`config.mk`:
```
export PLATFORM = sky130hd
export DESIGN_NAME = serial_cmd_processor_flat
export DESIGN_NICKNAME = d
export VERILOG_FILES = /design/src/rtl/serial_cmd_pkg.sv /design/src/rtl/serial_cmd_processor_if.sv /design/src/rtl/serial_cmd_processor_phase_step.sv /design/src/rtl/serial_cmd_processor.sv /design/src/flat_wrapper.sv
export SDC_FILE = /design/constraint.sdc
export NUM_CORES = 1
export LEC_CHECK = 0
export CELL_PAD_IN_SITES_DETAIL_PLACEMENT = 1
export CELL_PAD_IN_SITES_GLOBAL_PLACEMENT = 1
export CORE_MARGIN = 5
export CORE_UTILIZATION = 45
export DETAILED_ROUTE_END_ITERATION = 10
export GPL_TIMING_DRIVEN = 0
export PLACE_DENSITY_LB_ADDON = 0.12
export SYNTH_ARGS = -nofsm -noshare
export SYNTH_HDL_FRONTEND = slang
export SYNTH_SLANG_ARGS = --single-unit
```
`constraint.sdc`:
```
create_clock -name clk -period 22.7 [get_ports clk]
set_input_delay 4.54 -clock clk [delete_from_list [all_inputs] [get_ports clk]]
set_output_delay 4.54 -clock clk [all_outputs]
set_load 0.01 [all_outputs]
```
`src/rtl/serial_cmd_pkg.sv`:
```
// Shared definitions for the serial command processor: opcode values,
// FSM state encoding and the per-opcode argument count.
package serial_cmd_pkg;

    localparam logic [7:0] OP_VERSION = 8'h00;
    localparam logic [7:0] OP_WRITE   = 8'h01;
    localparam logic [7:0] OP_READ    = 8'h02;
    localparam logic [7:0] OP_FLAG    = 8'h03;
    localparam logic [7:0] OP_SWITCH  = 8'h04;
    localparam logic [7:0] OP_PHASE   = 8'h05;
    localparam logic [7:0] OP_HIST    = 8'h06;
    localparam logic [7:0] OP_ERRCNT  = 8'h07;

    // Legacy state encodings; the enum below carries the same values.
    localparam logic [2:0] ST_IDLE    = 3'd0;
    localparam logic [2:0] ST_ARGS    = 3'd1;
    localparam logic [2:0] ST_EXEC    = 3'd2;
    localparam logic [2:0] ST_TX_LOAD = 3'd3;
    localparam logic [2:0] ST_TX_WAIT = 3'd4;
    localparam logic [2:0] ST_PHASE   = 3'd5;
    localparam logic [2:0] ST_SWITCH  = 3'd6;

    typedef enum logic [2:0] {
        S_IDLE    = ST_IDLE,
        S_ARGS    = ST_ARGS,
        S_EXEC    = ST_EXEC,
        S_TX_LOAD = ST_TX_LOAD,
        S_TX_WAIT = ST_TX_WAIT,
        S_PHASE   = ST_PHASE,
        S_SWITCH  = ST_SWITCH
    } state_t;

    // Number of argument bytes following an opcode; unknown opcodes take none.
    function automatic logic [1:0] nargs(input logic [7:0] op);
        case (op)
            OP_WRITE:                   return 2'd2;
            OP_READ, OP_FLAG, OP_PHASE: return 2'd1;
            default:                    return 2'd0;
        endcase
    endfunction

endpackage

```
`src/rtl/serial_cmd_processor_if.sv`:
```
// Byte-stream link between the UART receiver/transmitter and the command
// processor.
//   rx_ready/rx_data : received byte strobe and value
//   tx_busy          : transmitter busy
//   tx_start/tx_data : one-cycle send strobe and byte to send
// master = UART side, slave = command processor side.
interface serial_cmd_processor_if;
    logic       rx_ready;
    logic [7:0] rx_data;
    logic       tx_busy;
    logic       tx_start;
    logic [7:0] tx_data;

    modport master (output rx_ready, rx_data, tx_busy, input tx_start, tx_data);
    modport slave  (input rx_ready, rx_data, tx_busy, output tx_start, tx_data);
endinterface

```
`src/rtl/serial_cmd_processor_phase_step.sv`:
```
// PLL dynamic phase-step sequencer.
//   clk, reset  : system clock, asynchronous active-high reset
//   start_i     : one-cycle request; outputs take their entry values next cycle
//   scanclk_o   : toggles every PHASE_HALF cycles, 8 toggles per sequence
//   phasestep_o : high from entry until the 6th toggle
//   done_o      : high in the last cycle of the sequence
module phase_step_sequencer #(
    parameter int unsigned PHASE_HALF = 16
) (
    input  logic clk,
    input  logic reset,
    input  logic start_i,
    output logic scanclk_o,
    output logic phasestep_o,
    output logic done_o
);
    localparam int unsigned CW = (PHASE_HALF > 1) ? $clog2(PHASE_HALF) : 1;

    logic          active_q;
    logic [CW-1:0] cnt_q;
    logic [2:0]    tog_q;
    logic          scanclk_q;
    logic          step_q;
    logic          half_end;

    assign half_end    = active_q && (cnt_q == CW'(PHASE_HALF - 1));
    // Combinational so the main FSM leaves PHASE on the same edge as the 8th toggle.
    assign done_o      = half_end && (tog_q == 3'd7);
    assign scanclk_o   = scanclk_q;
    assign phasestep_o = step_q;

    always_ff @(posedge clk or posedge reset) begin
        if (reset) begin
            active_q  <= 1'b0;
            cnt_q     <= '0;
            tog_q     <= '0;
            scanclk_q <= 1'b0;
            step_q    <= 1'b0;
        end else if (start_i) begin
            active_q  <= 1'b1;
            cnt_q     <= '0;
            tog_q     <= '0;
            scanclk_q <= 1'b0;
            step_q    <= 1'b1;
        end else if (active_q) begin
            if (half_end) begin
                cnt_q     <= '0;
                scanclk_q <= ~scanclk_q;
                tog_q     <= tog_q + 3'd1;
                if (tog_q == 3'd5) step_q   <= 1'b0;
                if (tog_q == 3'd7) active_q <= 1'b0;
            end else begin
                cnt_q <= cnt_q + 1'b1;
            end
        end
    end
endmodule

```
`src/rtl/serial_cmd_processor.sv`:
```
// Serial command processor: decodes host opcodes from the UART, maintains a
// register bank and toggle flags, drives PLL phase stepping / clock switching
// and dumps histogram channels back to the host.
//   clk, reset          : system clock, asynchronous active-high reset
//   uart                : rx/tx byte handshake (slave modport)
//   hist                : NCHAN channels of HWIDTH bits, channel c at [c*HWIDTH +: HWIDTH]
//   hist_reset          : clear pulse, coincident with the dump decode cycle
//   regs, flags         : configuration registers (r at [r*8 +: 8]) and toggle flags
//   phasecounterselect, phaseupdown, phasestep, scanclk, clkswitch : PLL control
//   err_count           : saturating protocol-error count
module serial_cmd_processor
    import serial_cmd_pkg::*;
#(
    parameter int unsigned NCHAN      = 4,
    parameter int unsigned HWIDTH     = 32,
    parameter int unsigned NREGS      = 8,
    parameter logic [7:0]  FW_VERSION = 8'd10,
    parameter logic [7:0]  FLAG_INIT  = 8'h01,
    parameter int unsigned TIMEOUT    = 1_000_000,
    parameter int unsigned PHASE_HALF = 16
) (
    input  logic                    clk,
    input  logic                    reset,
    serial_cmd_processor_if.slave   uart,
    input  logic [NCHAN*HWIDTH-1:0] hist,
    output logic                    hist_reset,
    output logic [NREGS*8-1:0]      regs,
    output logic [7:0]              flags,
    output logic [2:0]              phasecounterselect,
    output logic                    phaseupdown,
    output logic                    phasestep,
    output logic                    scanclk,
    output logic                    clkswitch,
    output logic [7:0]              err_count
);
    localparam int unsigned NBITS  = NCHAN * HWIDTH;
    localparam int unsigned NBYTES = NBITS / 8;
    localparam int unsigned IW     = $clog2(NBYTES + 1);
    localparam int unsigned TW     = $clog2(TIMEOUT + 1);

    state_t           state_q, state_d;
    logic [7:0]       op_q, op_d, arg0_q, arg0_d, arg1_q, arg1_d;
    logic             arg_idx_q, arg_idx_d;
    logic [TW-1:0]    tmr_q, tmr_d;
    logic [NBITS-1:0] buf_q, buf_d;
    logic [IW-1:0]    idx_q, idx_d;
    logic [7:0]       tx_data_q, tx_data_d;
    logic             tx_start_q, tx_start_d;
    logic [7:0]       regs_q [NREGS];
    logic [7:0]       regs_d [NREGS];
    logic [7:0]       flags_q, flags_d, err_q, err_d;
    logic [2:0]       pcs_q, pcs_d, swcnt_q, swcnt_d;
    logic             pud_q, pud_d, sw_q, sw_d;
    logic             ph_start, ph_done, err_inc, one_byte, addr_ok;
    logic [7:0]       one_val, rd_byte;

    phase_step_sequencer #(.PHASE_HALF(PHASE_HALF)) u_phase (
        .clk         (clk),
        .reset       (reset),
        .start_i     (ph_start),
        .scanclk_o   (scanclk),
        .phasestep_o (phasestep),
        .done_o      (ph_done)
    );

    assign addr_ok            = (32'(arg0_q) < NREGS);
    assign hist_reset         = (state_q == S_EXEC) && (op_q == OP_HIST);
    assign uart.tx_start      = tx_start_q;
    assign uart.tx_data       = tx_data_q;
    assign flags              = flags_q;
    assign err_count          = err_q;
    assign phasecounterselect = pcs_q;
    assign phaseupdown        = pud_q;
    assign clkswitch          = sw_q;

    always_comb begin
        rd_byte = '0;
        regs    = '0;
        for (int unsigned r = 0; r < NREGS; r++) begin
            if (arg0_q == 8'(r)) rd_byte = regs_q[r];
            regs[r*8 +: 8] = regs_q[r];
        end
    end

    always_comb begin
        state_d    = state_q;
        op_d       = op_q;
        arg0_d     = arg0_q;
        arg1_d     = arg1_q;
        arg_idx_d  = arg_idx_q;
        tmr_d      = tmr_q;
        buf_d      = buf_q;
        idx_d      = idx_q;
        tx_data_d  = tx_data_q;
        tx_start_d = 1'b0;
        regs_d     = regs_q;
        flags_d    = flags_q;
        err_d      = err_q;
        pcs_d      = pcs_q;
        pud_d      = pud_q;
        sw_d       = sw_q;
        swcnt_d    = swcnt_q;
        ph_start   = 1'b0;
        err_inc    = 1'b0;
        one_byte   = 1'b0;
        one_val    = '0;

        case (state_q)
            S_IDLE: if (uart.rx_ready) begin
                op_d      = uart.rx_data;
                arg_idx_d = 1'b0;
                tmr_d     = '0;
                state_d   = (nargs(uart.rx_data) == 2'd0) ? S_EXEC : S_ARGS;
            end
            S_ARGS: begin
                if (uart.rx_ready) begin
                    tmr_d     = '0;
                    arg_idx_d = 1'b1;
                    if (!arg_idx_q) arg0_d = uart.rx_data;
                    else            arg1_d = uart.rx_data;
                    if ({1'b0, arg_idx_q} + 2'd1 == nargs(op_q)) state_d = S_EXEC;
                end else if (tmr_q == TW'(TIMEOUT - 1)) begin
                    err_inc = 1'b1;
                    state_d = S_IDLE;
                end else begin
                    tmr_d = tmr_q + 1'b1;
                end
            end
            S_EXEC: begin
                state_d = S_IDLE;
                case (op_q)
                    OP_VERSION: begin
                        one_byte = 1'b1;
                        one_val  = FW_VERSION;
                    end
                    OP_WRITE: begin
                        if (addr_ok) begin
                            for (int unsigned r = 0; r < NREGS; r++)
                                if (arg0_q == 8'(r)) regs_d[r] = arg1_q;
                        end else begin
                            err_inc = 1'b1;
                        end
                    end
                    OP_READ: begin
                        one_byte = 1'b1;
                        one_val  = rd_byte;
                        err_inc  = !addr_ok;
                    end
                    OP_FLAG: flags_d[arg0_q[2:0]] = ~flags_q[arg0_q[2:0]];
                    OP_SWITCH: begin
                        sw_d    = 1'b1;
                        swcnt_d = '0;
                        state_d = S_SWITCH;
                    end
                    OP_PHASE: begin
                        pcs_d    = arg0_q[2:0];
                        pud_d    = arg0_q[3];
                        ph_start = 1'b1;
                        state_d  = S_PHASE;
                    end
                    OP_HIST: begin
                        buf_d     = hist;
                        idx_d     = IW'(NBYTES);
                        tx_data_d = hist[7:0];
                        state_d   = S_TX_LOAD;
                    end
                    OP_ERRCNT: begin
                        one_byte = 1'b1;
                        one_val  = err_q;
                    end
                    default: err_inc = 1'b1;
                endcase
                // Single-byte replies reuse the dump buffer with a length of one.
                if (one_byte) begin
                    buf_d       = '0;
                    buf_d[7:0]  = one_val;
                    idx_d       = IW'(1);
                    tx_data_d   = one_val;
                    state_d     = S_TX_LOAD;
                end
            end
            S_TX_LOAD: if (!uart.tx_busy) begin
                tx_start_d = 1'b1;
                buf_d      = buf_q >> 8;
                idx_d      = idx_q - 1'b1;
                state_d    = S_TX_WAIT;
            end
            // tx_data changes only here, so it is stable through the next TX_LOAD and its strobe.
            S_TX_WAIT: begin
                if (idx_q == '0) begin
                    state_d = S_IDLE;
                end else begin
                    tx_data_d = buf_q[7:0];
                    state_d   = S_TX_LOAD;
                end
            end
            S_PHASE: if (ph_done) state_d = S_IDLE;
            S_SWITCH: begin
                swcnt_d = swcnt_q + 3'd1;
                if (swcnt_q == 3'd7) begin
                    sw_d    = 1'b0;
                    state_d = S_IDLE;
                end
            end
            default: state_d = S_IDLE;
        endcase

        if (err_inc && (err_q != 8'hFF)) err_d = err_q + 8'd1;
    end

    always_ff @(posedge clk or posedge reset) begin
        if (reset) begin
            state_q    <= S_IDLE;
            op_q       <= '0;
            arg0_q     <= '0;
            arg1_q     <= '0;
            arg_idx_q  <= 1'b0;
            tmr_q      <= '0;
            buf_q      <= '0;
            idx_q      <= '0;
            tx_data_q  <= '0;
            tx_start_q <= 1'b0;
            regs_q     <= '{default: '0};
            flags_q    <= FLAG_INIT;
            err_q      <= '0;
            pcs_q      <= '0;
            pud_q      <= 1'b1;
            sw_q       <= 1'b0;
            swcnt_q    <= '0;
        end else begin
            state_q    <= state_d;
            op_q       <= op_d;
            arg0_q     <= arg0_d;
            arg1_q     <= arg1_d;
            arg_idx_q  <= arg_idx_d;
            tmr_q      <= tmr_d;
            buf_q      <= buf_d;
            idx_q      <= idx_d;
            tx_data_q  <= tx_data_d;
            tx_start_q <= tx_start_d;
            regs_q     <= regs_d;
            flags_q    <= flags_d;
            err_q      <= err_d;
            pcs_q      <= pcs_d;
            pud_q      <= pud_d;
            sw_q       <= sw_d;
            swcnt_q    <= swcnt_d;
        end
    end
endmodule

```
`src/flat_wrapper.sv`:
```
// flat-port wrapper written by rule: the top's interface ports become plain ports
module serial_cmd_processor_flat import serial_cmd_pkg::*;
#(
    parameter int unsigned NCHAN      = 4,
    parameter int unsigned HWIDTH     = 32,
    parameter int unsigned NREGS      = 8,
    parameter logic [7:0]  FW_VERSION = 8'd10,
    parameter logic [7:0]  FLAG_INIT  = 8'h01,
    parameter int unsigned TIMEOUT    = 1_000_000,
    parameter int unsigned PHASE_HALF = 16
)
  (clk, reset, hist, hist_reset, regs, flags, phasecounterselect, phaseupdown, phasestep, scanclk, clkswitch, err_count, uart_rx_ready, uart_rx_data, uart_tx_busy, uart_tx_start, uart_tx_data);
  serial_cmd_processor_if uart_i ();
  input  logic clk;
  input  logic reset;
  input  logic [NCHAN*HWIDTH-1:0] hist;
  output logic hist_reset;
  output logic [NREGS*8-1:0] regs;
  output logic [7:0] flags;
  output logic [2:0] phasecounterselect;
  output logic phaseupdown;
  output logic phasestep;
  output logic scanclk;
  output logic clkswitch;
  output logic [7:0] err_count;
  input wire logic [$bits(uart_i.rx_ready)-1:0] uart_rx_ready;
  input wire logic [$bits(uart_i.rx_data)-1:0] uart_rx_data;
  input wire logic [$bits(uart_i.tx_busy)-1:0] uart_tx_busy;
  output wire logic [$bits(uart_i.tx_start)-1:0] uart_tx_start;
  output wire logic [$bits(uart_i.tx_data)-1:0] uart_tx_data;
  assign uart_i.rx_ready = uart_rx_ready;
  assign uart_i.rx_data = uart_rx_data;
  assign uart_i.tx_busy = uart_tx_busy;
  assign uart_tx_start = uart_i.tx_start;
  assign uart_tx_data = uart_i.tx_data;
  serial_cmd_processor #(.NCHAN(NCHAN), .HWIDTH(HWIDTH), .NREGS(NREGS), .FW_VERSION(FW_VERSION), .FLAG_INIT(FLAG_INIT), .TIMEOUT(TIMEOUT), .PHASE_HALF(PHASE_HALF)) u_core (.clk(clk), .reset(reset), .uart(uart_i), .hist(hist), .hist_reset(hist_reset), .regs(regs), .flags(flags), .phasecounterselect(phasecounterselect), .phaseupdown(phaseupdown), .phasestep(phasestep), .scanclk(scanclk), .clkswitch(clkswitch), .err_count(err_count));
endmodule
```
After elaboration in Yosys (flattened, before gate mapping):

Index checks and enable logic that the tools add are counted.

* bitwise operators: 3
* add/subtract/negate cells: 7
* eq/ne operators: 42
* muxes and demuxes: 84
* $lt $le $gt $ge: 3
* reduce and logical (&&, ||, !) cells: 44

Operators by type and width (number)
* $mux 128: 3
* $pmux 128 s2: 1
* $mux 8: 11
* $eq 8x3->1 const B: 9
* $mux 20: 3
* $eq 8x2->1 const B: 6
* $pmux 20 s2: 1
* $mux 3: 12
* $reduce_and 4->1: 8
* $mux 1: 26
* $eq 8x1->1 const B: 3
* $pmux 8 s3: 1
* $reduce_and 3->1: 8
* $pmux 3 s7: 1
* $add 20x1->20 const B: 1
* $eq 20x20->1 const B: 1
* $eq 3x3->1 const B: 6
* $logic_not 8->1: 2
* $pmux 8 s2: 1
* $mux 5: 3
* $reduce_bool 2->1: 7
* $mux 2: 6
* $mux 4: 3
* $ne 2x2->1 const B: 5
* other kinds (35): 55

* register bits: 288
* word-level logic and storage cells: 212
* output and inout port bits: 97
* input port bits: 140

Depth between registers and ports, before layout:

Gate-level depths: netlist of the first run.

* depth after elaboration: 12
* mapped depth: 10

Cells and area by module:

A second synthesis of the first run with hierarchy kept.

* cell total of the unflattened synthesis: 1420
* area total of the unflattened synthesis: 14083.5 µm²

Modules (own cells, without submodules)
* serial_cmd_processor: seq. area each 6959.2 µm², times used 1, area each 13598.0 µm², cells an instance 1377
* phase_step_sequencer: seq. area each 250.2 µm², times used 1, area each 485.5 µm², cells an instance 43

Worst setup path before layout of the first run:

Ideal clock, no wire load.

* path kind: input -> register
* from: input uart_rx_ready
* to: register u_core.tmr_q[5]
* data required time: 22.622 ns
* cell stages on the path: 7
* path buffers: 2
* path slack: 16.199 ns
* data arrival time: 6.423 ns
* cells stage by stage: or4b_2 clkbuf_1 or3_1 o21ai_0 clkbuf_1 o21ai_0 a21oi_1

* word-level cells in the longest chain between the ends: 2
* elaborated cells on any way between the ends: 5
* classes of those cells: eq/ne (2); mux (2); reduce/logical (1)

Ends and longest elaborated chain
* start, declared: line flat_wrapper.sv:26 `input wire logic [$bits(uart_i.rx_ready)-1:0] uart_rx_ready;`
* $ne 3x3->1 (no source line), or another cell as far along
* $reduce_and 3->1 (no source line) or $pmux 20 s2 (tied branches)
* end signal, assigned: line serial_cmd_processor.sv:236 `tmr_q <= tmr_d;`
* end, declared: line serial_cmd_processor.sv:44 `logic [TW-1:0] tmr_q, tmr_d;`

Several ways; a longest one is shown, not always the timed one.
A chain may end at the register's enable or synchronous reset.

Final worst setup path of the first run:

* from: register u_core.op_q[5]
* to: output hist_reset

* word-level cells in the longest chain between the ends: 2

Ends and longest elaborated chain
* start, declared: line serial_cmd_processor.sv:42 `logic [7:0] op_q, op_d, arg0_q, arg0_d, arg1_q, arg1_d;`
* start signal, assigned: line serial_cmd_processor.sv:232 `op_q <= op_d;`
* $eq 8x3->1: line serial_cmd_processor.sv:67 `assign hist_reset = (state_q == S_EXEC) && (op_q == OP_HIST);`
* $logic_and 1x1->1: line serial_cmd_processor.sv:67
* end, declared: line flat_wrapper.sv:17 `output logic hist_reset;`

No other way between the ends.

==> results of run 1 <==
[worst max-delay path, stage by stage, from the launching register on]
cell and delay (ps):
dfrtp_1 370, or4_1 530, buf_2 200, or4_1 430
buf_2 210, nor2_1 200, clkdlybuf4s50_1 570
[placed cells by master, fill, tap and decap left out, drive strengths merged, types with 4 or more instances in the layout]
master and n:
and3 12, a21oi 27, inv 19, nand2b 15
o21ai 54, ha 9, nand3b 4, xnor2 12
xor2 8, nand2 56, mux2i 16, clkbuf 139
nor3 13, o2111ai 5, mux2 105, and4 4
nor4b 4, and2 6, nor4 9, o31ai 5
o211ai 8, o221a 4, or3 23, dfrtp 286
bufinv 4, a221oi 113, mux4 7, nand4 11
a211oi 7, nor2 277, o21a 5, nand3 35
buf 17, or4 8, nor2b 11, clkdlybuf4s50 236
[power by group through the flow]
stage               registers [mW]  logic (mW)  clock network (mW)
finish                       0.776       0.554               0.575
global route                 0.791       0.615               0.604
CTS                          0.774       0.556               0.582
detailed placement           0.779       0.549                   0
global placement             0.773       0.523                   0
floorplan                    0.748       0.355                   0
[per-layer routing]
metal  vias up  GRT usage, %  part of all wire [%]
li1       5378             -                     -
met1      6127          34.0                    40
met2       379          48.7                    51
met3        82          5.43                   6.7
met4         4          7.39                   2.4
met5         -             0                 0.056
[cell type report]
class	instances	share of cell area (%)
Buffer	101	2.20
Tap cell	390	2.74
Inverter	18	0.422
Sequential cell	288	40.5
Multi-Input combinational cell	914	33.9
Clock inverter	7	0.781
Clock buffer	53	5.81
Timing Repair Buffer	238	13.6
[registers in the layout, summed over array words and instances, names as in the netlist, 8 cells and up]
register             flops
u_core.err_count         8
u_core.buf_q           128
u_core.regs             64
u_core.tmr_q            20
u_core.arg1_q            8
u_core.flags             8
u_core.arg0_q            8
u_core.op_q              8
u_core.uart.tx_data      8
[kinds of logic (layout without fill, tap and decap cells)]
logic type               Yosys count  after routing
AO/OA/AOI/OAI                    260            260
adder cells (fa/ha/maj)            9              9
multiplexers                     128            128
buffers and inverters            119            417
flip-flops                       288            288
AND/OR/NAND/NOR                  497            497
XOR/XNOR                          20             20
[worst paths after layout]
check                                   from                   to  slack (ps)
max reg2reg                   u_core.op_q[5]     u_core.buf_q[26]       18890
min                        u_core.buf_q[121]    u_core.buf_q[121]         480
max                           u_core.op_q[5]           hist_reset       15150
max in group asynchronous              reset  u_core.err_count[3]       17240
min reg2reg                u_core.buf_q[121]    u_core.buf_q[121]         480
min in group asynchronous              reset     u_core.buf_q[90]        4470
==> flow_summary.ini, run 1 <==
[floorplanning]
die_h_um = 184
core_um2 = 29900
initial_utilization_pct = 45.9
io_pins = 237
dieArea_um2 = 34000
die_w_um = 184
rows = 63

[placement]
globalplace.congestion = 0.908
postPlaceCellArea_um2 = 16600
portBuffers = 236
place_hpwl_mm = 33.8
pre_cts_slack_ps = 15050
placed_cells = 1949

[sta]
slew_viol_final = 0
finalHoldViolCount = 0
fin_skew_ps = 14.8
holdWs_ps = 475
fin_crit_ps = 7550
worstMarginPinSlew_ps = 1100
final.period_utilization_pct = 33.3
rsz0062_at_grt = false
finalSetupTns_ps = 0
fmax_mhz = 132
relSlewSlack_pct = 26.2
finalWorstSetupSlack_ps = 15150
final-setup-viol-count = 0

[drt]
num_vias = 11970
routed_wl_mm = 46.4
post_drt_wl_per_cell_um = 23.1
drc = 0
drt-vias-per-instance = 5.96
drtPass1Iterations = 5
postRouteAntennaNets = 0
drt_iter0_markers = 769

[finish]
nFillCells = 3222
final_area_um2 = 17800
layout-drive-gt1-share_pct = 11.5
nets = 1744
syn_to_final_growth_pct = 29.8
layout.area.seq_um2 = 7210
fin_cells = 2009
num_antenna_cells = 0
fin_util_pct = 59.5
multi_input_area_um2 = 6030

[min_path]
holdCritPathClass = register to register
worstHoldPathCells = 2

[clock_tree]
cts_buffer_depth = 3
cts_setup_buffers = 0
clk_latency_ps = 510
ctsHtreeMaxLevel = 2
cts-buffers-inserted = 34
cts-root-buf = clkbuf_16
hold_buffers = 0
clkTransAtPathRegs_ps = 60
cts_resized = 0
clock-sinks = 288
cts_tree = done

[power]
p_leak_nw = 7.27
vdd_drop_max_uv = 60.2
power_frac_seq_pct = 40.7
power.share.clock_pct = 30.2
total_power_mw = 1.90
swShare_pct = 34.5
switching_power_mw = 0.658
p_int_mw = 1.25
pwr-share-comb_pct = 29.1
p_per_area_nw_per_um2 = 107

[grt]
grt_pass1_vias = 13120
overflow = 0
antenna_found_initial = 2
grt_max_degree = 120
grtUsageTotal_pct = 27.4
grt_pass1_wl_mm = 73.9

[synth]
yosys_warnings = 0
synth_top_flop_cell = dfrtp_1
synth_area_leader_cell = dfrtp_1
post-synth-top-count-cell = dfrtp_1
synth_xor_area_share_pct = 1.28
synthTopCellsByArea = dfrtp_1, mux2_2, nor2_1, a221oi_1, clkbuf_1
synthDominantCellAreaShare_pct = 52.2
synth_compound_area_share_pct = 14.2
synth_cells = 1321
synthMuxAreaShare_pct = 11.2
seq_area_frac_synth_pct = 52.6
synth_common_cells = dfrtp_1, nor2_1, a221oi_1
synth-seq-cells = 288
synth_top_family_by_area = simple AND/OR/NAND/NOR gates
ys_types = 67
ys_async_sr_fraction_pct = 100
syn_nets = 1470
synth.avg_cell_area_um2 = 10.4
synthAdderAreaFrac_pct = 0.822
synth_edf_count = 0
netlist_area_um2 = 13700
synthSimpleGateAreaFrac_pct = 16.6

[setup_path]
critPathLaunchType = register
end_kind = output port
path_class = register to output port
critical_path.max_fanout = 8
reg2reg_depth = 8
cp.required_ps = 18160
arrival_ps = 3010

[job]
cap_violations = 0

[status]
status = finished, final reports clean
No activity file was read; power rests on OpenSTA's default activity.
==> run 2: changes to the inputs <==
--- a/config.mk
+++ b/config.mk
@@ -8,7 +8,7 @@
 export CELL_PAD_IN_SITES_DETAIL_PLACEMENT = 1
 export CELL_PAD_IN_SITES_GLOBAL_PLACEMENT = 1
 export CORE_MARGIN = 5
-export CORE_UTILIZATION = 45
+export CORE_UTILIZATION = 42
 export DETAILED_ROUTE_END_ITERATION = 10
 export GPL_TIMING_DRIVEN = 0
 export PLACE_DENSITY_LB_ADDON = 0.12
==> constraint.sdc (replaced) <==
create_clock -name clk -period 7.1 [get_ports clk]
set_input_delay 1.42 -clock clk [delete_from_list [all_inputs] [get_ports clk]]
set_output_delay 1.42 -clock clk [all_outputs]
set_load 0.01 [all_outputs]
==> flow_summary.ini, run 2 (synthesized netlist as in run 1, its figures left out) <==
[status]
status = finished, final reports clean

[floorplanning]
die_h_um = 191
io_pins = 237
dieArea_um2 = 36300
core_um2 = 32400
rows = 66
die_w_um = 191
initial_utilization_pct = 42.3

[finish]
largest_reg_flops = 128
fin_cells = 2068
fin_util_pct = 55.4
top_register = u_core.buf_q
layout-drive-gt1-share_pct = 12.0
final_cell_mix = dfrtp_1, nor2_1, clkdlybuf4s50_1
syn_to_final_growth_pct = 30.8
layout_commonest_cell = dfrtp_1
nets = 1751
final_area_um2 = 17900

[power]
p_per_area_nw_per_um2 = 336
p_int_mw = 3.92
power_frac_seq_pct = 41.2
power.share.clock_pct = 29.5
swShare_pct = 34.9
switching_power_mw = 2.10
vdd_drop_max_uv = 248
p_leak_nw = 7.30
pwr-share-comb_pct = 29.2
total_power_mw = 6.02

[drt]
drc = 0
num_vias = 11723
routed_wl_mm = 45.7
drt_iter0_markers = 548
post_drt_wl_per_cell_um = 22.1
drt-vias-per-instance = 5.67
drtPass1Iterations = 5
postRouteAntennaNets = 0

[setup_path]
cp.required_ps = 5680
r2r_setup_slack_ps = 3400
end_kind = output port
path_class = register to output port
critical_path.endpoint = hist_reset
arrival_ps = 2960
reg2reg_to = u_core.buf_q[53]
startpoint = u_core.op_q[5]
critPathLaunchType = register
critical_path.max_fanout = 8
r2r-start = u_core.op_q[5]
reg2reg_depth = 8

[grt]
grt_pass1_wl_mm = 72.8
grtUsageTotal_pct = 25.2
grt_max_degree = 42
antenna_found_initial = 4
grt_pass1_vias = 12849
overflow = 0

[sta]
worstMarginPinSlew_ps = 1070
rsz0062_at_grt = false
holdWs_ps = 470
slew_viol_final = 0
fin_crit_ps = 4380
relSlewSlack_pct = 27.9
fmax_mhz = 228
fin_skew_ps = 17.2
final.period_utilization_pct = 61.7
final-setup-viol-count = 0
finalHoldViolCount = 0

[placement]
placed_cells = 2007
place_hpwl_mm = 34.3
globalplace.congestion = 0.881
portBuffers = 236
postPlaceCellArea_um2 = 16800

[clock_tree]
clock-sinks = 288
cts-root-buf = clkbuf_16
cts_resized = 0
cts_tree = done
cts_setup_buffers = 0
cts_buffer_depth = 3
clk_latency_ps = 520
cts-buffers-inserted = 35
clkTransAtPathRegs_ps = 60
hold_buffers = 0
ctsHtreeMaxLevel = 2

[min_path]
holdCritPathClass = register to register

[job]
cap_violations = 0
## run 2: changes by cell type in the layout (fill, tap and decap cells not counted), sizes merged
cell      delta
clkinvlp     +3
diode        +2
buf          +6
clkbuf       -8
bufinv       -1
clkinv       +5
## run 2: power groups by stage
stage	sequential [mW]	clock, mW	combinational, mW
after floorplan	2.39	0	1.13
after global placement	2.48	0	1.68
after detailed placement	2.50	0	1.76
after CTS	2.48	1.81	1.77
after global routing	2.53	1.89	1.96
final	2.48	1.78	1.76
## run 2: worst min-delay path by stage
stage          slack [ps]         startpoint  cells past startpoint           endpoint
6_report              470  u_core.buf_q[127]                      2  u_core.buf_q[127]
5_1_grt               510  u_core.buf_q[127]                      2  u_core.buf_q[127]
4_1_cts               480  u_core.buf_q[127]                      2  u_core.buf_q[127]
3_5_place_dp          460  u_core.buf_q[127]                      2  u_core.buf_q[127]
3_3_place_gp          450  u_core.buf_q[121]                      2  u_core.buf_q[121]
2_1_floorplan         440  u_core.buf_q[120]                      2  u_core.buf_q[120]
## run 2: worst max-delay path: stages, from the launching register on
cell             delay, ps
dfrtp_1                370
or4_1                  540
buf_2                  190
or4_1                  390
buf_2                  210
nor2_1                 180
clkdlybuf4s50_1        560
## run 2: cell type report
cell class	instances	area (um^2)
inverter	18	71.3
tap	442	553
clock buffer	45	963
multi-input combinational	914	6030
fill	3542	14500
buffer	101	392
antenna	2	5.00
clock inverter	14	164
sequential	288	7210
timing repair buffer	244	2530
## run 2: stage by stage
| step | setup slack, ps | setup TNS, ps |
|---|---|---|
| after floorplan | 1860 | 0 |
| after detailed placement | 2590 | 0 |
| final | 2720 | 0 |
| after global routing | 2630 | 0 |
| after CTS | 2720 | 0 |
| after global placement | -376 | -99530 |
## run 2: per-layer routing
layer | part of all wire [%] | global-route usage, %
met5 | 0.088 | 0
met4 | 2.4 | 6.93
met3 | 6.3 | 5.71
met2 | 50 | 44.0
met1 | 41 | 31.7
==> run 3: changes to the inputs <==
--- a/config.mk
+++ b/config.mk
@@ -8,7 +8,7 @@
 export CELL_PAD_IN_SITES_DETAIL_PLACEMENT = 1
 export CELL_PAD_IN_SITES_GLOBAL_PLACEMENT = 1
 export CORE_MARGIN = 5
-export CORE_UTILIZATION = 42
+export CORE_UTILIZATION = 37
 export DETAILED_ROUTE_END_ITERATION = 10
 export GPL_TIMING_DRIVEN = 0
 export PLACE_DENSITY_LB_ADDON = 0.12
==> constraint.sdc (replaced) <==
create_clock -name clk -period 3.5 [get_ports clk]
set_input_delay 0.7 -clock clk [delete_from_list [all_inputs] [get_ports clk]]
set_output_delay 0.7 -clock clk [all_outputs]
set_load 0.01 [all_outputs]
==> flow_summary.ini, run 3 (synthesized netlist as in run 1, its figures left out) <==
[clock_tree]
clock-sinks = 288
cts_tree = done
ctsHtreeMaxLevel = 2
cts_setup_buffers = 0
cts_buffer_depth = 3
cts-root-buf = clkbuf_16
hold_buffers = 0
clkTransAtPathRegs_ps = 70
cts-buffers-inserted = 35
clk_latency_ps = 530
cts_resized = 5

[placement]
portBuffers = 236
postPlaceCellArea_um2 = 16800
place_hpwl_mm = 35.2
globalplace.congestion = 0.857
pre_cts_slack_ps = -315

[grt]
grt_pass1_wl_mm = 73.4
overflow = 0
grt_pass1_vias = 12484
grt_max_degree = 43
grtUsageTotal_pct = 22.5
antenna_found_initial = 8

[sta]
final.period_utilization_pct = 97.4
finalWorstSetupSlack_ps = 89.9
slew_viol_final = 0
fin_skew_ps = 18.7
finalSetupTns_ps = 0
worstMarginPinSlew_ps = 1130
rsz0062_at_grt = false
finalHoldViolCount = 0
fmax_mhz = 293
fin_crit_ps = 3410
relSlewSlack_pct = 24.5
final-setup-viol-count = 0

[drt]
drt-vias-per-instance = 5.54
drt_iter0_markers = 499
num_vias = 11615
postRouteAntennaNets = 0
routed_wl_mm = 46.7
drc = 0
post_drt_wl_per_cell_um = 22.3
drtPass1Iterations = 5

[finish]
nFillCells = 4059
top_register = u_core.buf_q
num_antenna_cells = 0
final_cell_mix = dfrtp_1, nor2_1, clkdlybuf4s50_1
layout_commonest_cell = dfrtp_1
syn_to_final_growth_pct = 31.8
largest_reg_flops = 128
final_area_um2 = 18100
layout-drive-gt1-share_pct = 12.4
nets = 1751

[floorplanning]
initial_utilization_pct = 37.4
core_um2 = 36600
rows = 70
die_h_um = 202
io_pins = 237
dieArea_um2 = 41000
die_w_um = 202

[setup_path]
r2r_setup_slack_ps = 90
r2r-start = u_core.op_q[4]
critical_path.endpoint = u_core.regs[2]
cp.required_ps = 3910
critPathLaunchType = register
critical_path.max_fanout = 8
reg2reg_to = u_core.regs[2]
path_class = register to register
startpoint = u_core.op_q[4]
arrival_ps = 3820
end_kind = register
reg2reg_depth = 9

[min_path]
holdCritPathClass = register to register

[power]
p_leak_nw = 7.37
p_per_area_nw_per_um2 = 687
vdd_drop_max_uv = 381

[job]
cap_violations = 0

[status]
status = finished, final reports clean
## run 3: cell count changes in the layout (fill, tap and decap cells not counted), moves of 2 or more
cell,before,now
clkbuf_8,5,11
clkbuf_1,90,88
clkbuf_16,35,37
clkbuf_2,1,3
clkinv_2,6,4
clkinvlp_4,3,1
diode_2,2,0
## run 3: report_power, final
group          total, mW  switching (mW)  leakage, nW  internal [mW]
registers           5.02           0.707         3.51           4.32
clock network       3.83            1.45        0.604           2.38
logic               3.55            2.09         3.25           1.46
## run 3: metrics by stage
step	utilization (%)	total power, mW	instances	hold slack (ps)
2_1_floorplan	-	7.15	1321	439
3_3_place_gp	45.5	8.48	2025	459
3_5_place_dp	45.9	8.62	2033	472
4_1_cts	49.3	12.5	2095	485
5_1_grt	49.3	13.2	2095	510
6_report	49.3	12.4	2095	487
## run 3: layout make-up
cell class / count / area (um^2) / share of cell area [%]
flip-flops and latches: 288 / 7210 / 39.9
multi-input cells: 914 / 6050 / 33.5
repair buffers: 244 / 2520 / 14.0
clock buffers: 54 / 1100 / 6.09
well taps: 468 / 586 / 3.24
plain buffers: 101 / 404 / 2.24
clock inverters: 8 / 119 / 0.658
inverters: 18 / 71.3 / 0.395
## run 3: layer usage
| metal | routed length (um) | track usage [%] | vias up |
|---|---|---|---|
| li1 | - | - | 5388 |
| met1 | 20100 | 29.2 | 5879 |
| met2 | 23000 | 38.3 | 255 |
| met3 | 2590 | 5.34 | 77 |
| met4 | 951 | 5.31 | 16 |
| met5 | 96 | 0 | - |
## run 3: critical path, stage by stage (launching register included)
cell and delay (ps):
dfrtp_1 380, or4_1 510, clkbuf_4 200, or4_1 410, buf_4 190, or4_1 500, buf_2 180, or4_1 430
buf_6 190, mux2_4 300
## run 3: worst min-delay path by stage
stage / startpoint / endpoint / slack, ps / cells past startpoint
5_1_grt: u_core.buf_q[4] / u_core.buf_q[4] / 510 / 2
3_3_place_gp: u_core.buf_q[2] / u_core.buf_q[2] / 460 / 2
3_5_place_dp: u_core.buf_q[122] / u_core.buf_q[122] / 470 / 2
4_1_cts: u_core.buf_q[122] / u_core.buf_q[122] / 490 / 2
2_1_floorplan: u_core.buf_q[120] / u_core.buf_q[120] / 440 / 2
6_report: u_core.buf_q[2] / u_core.buf_q[2] / 490 / 2
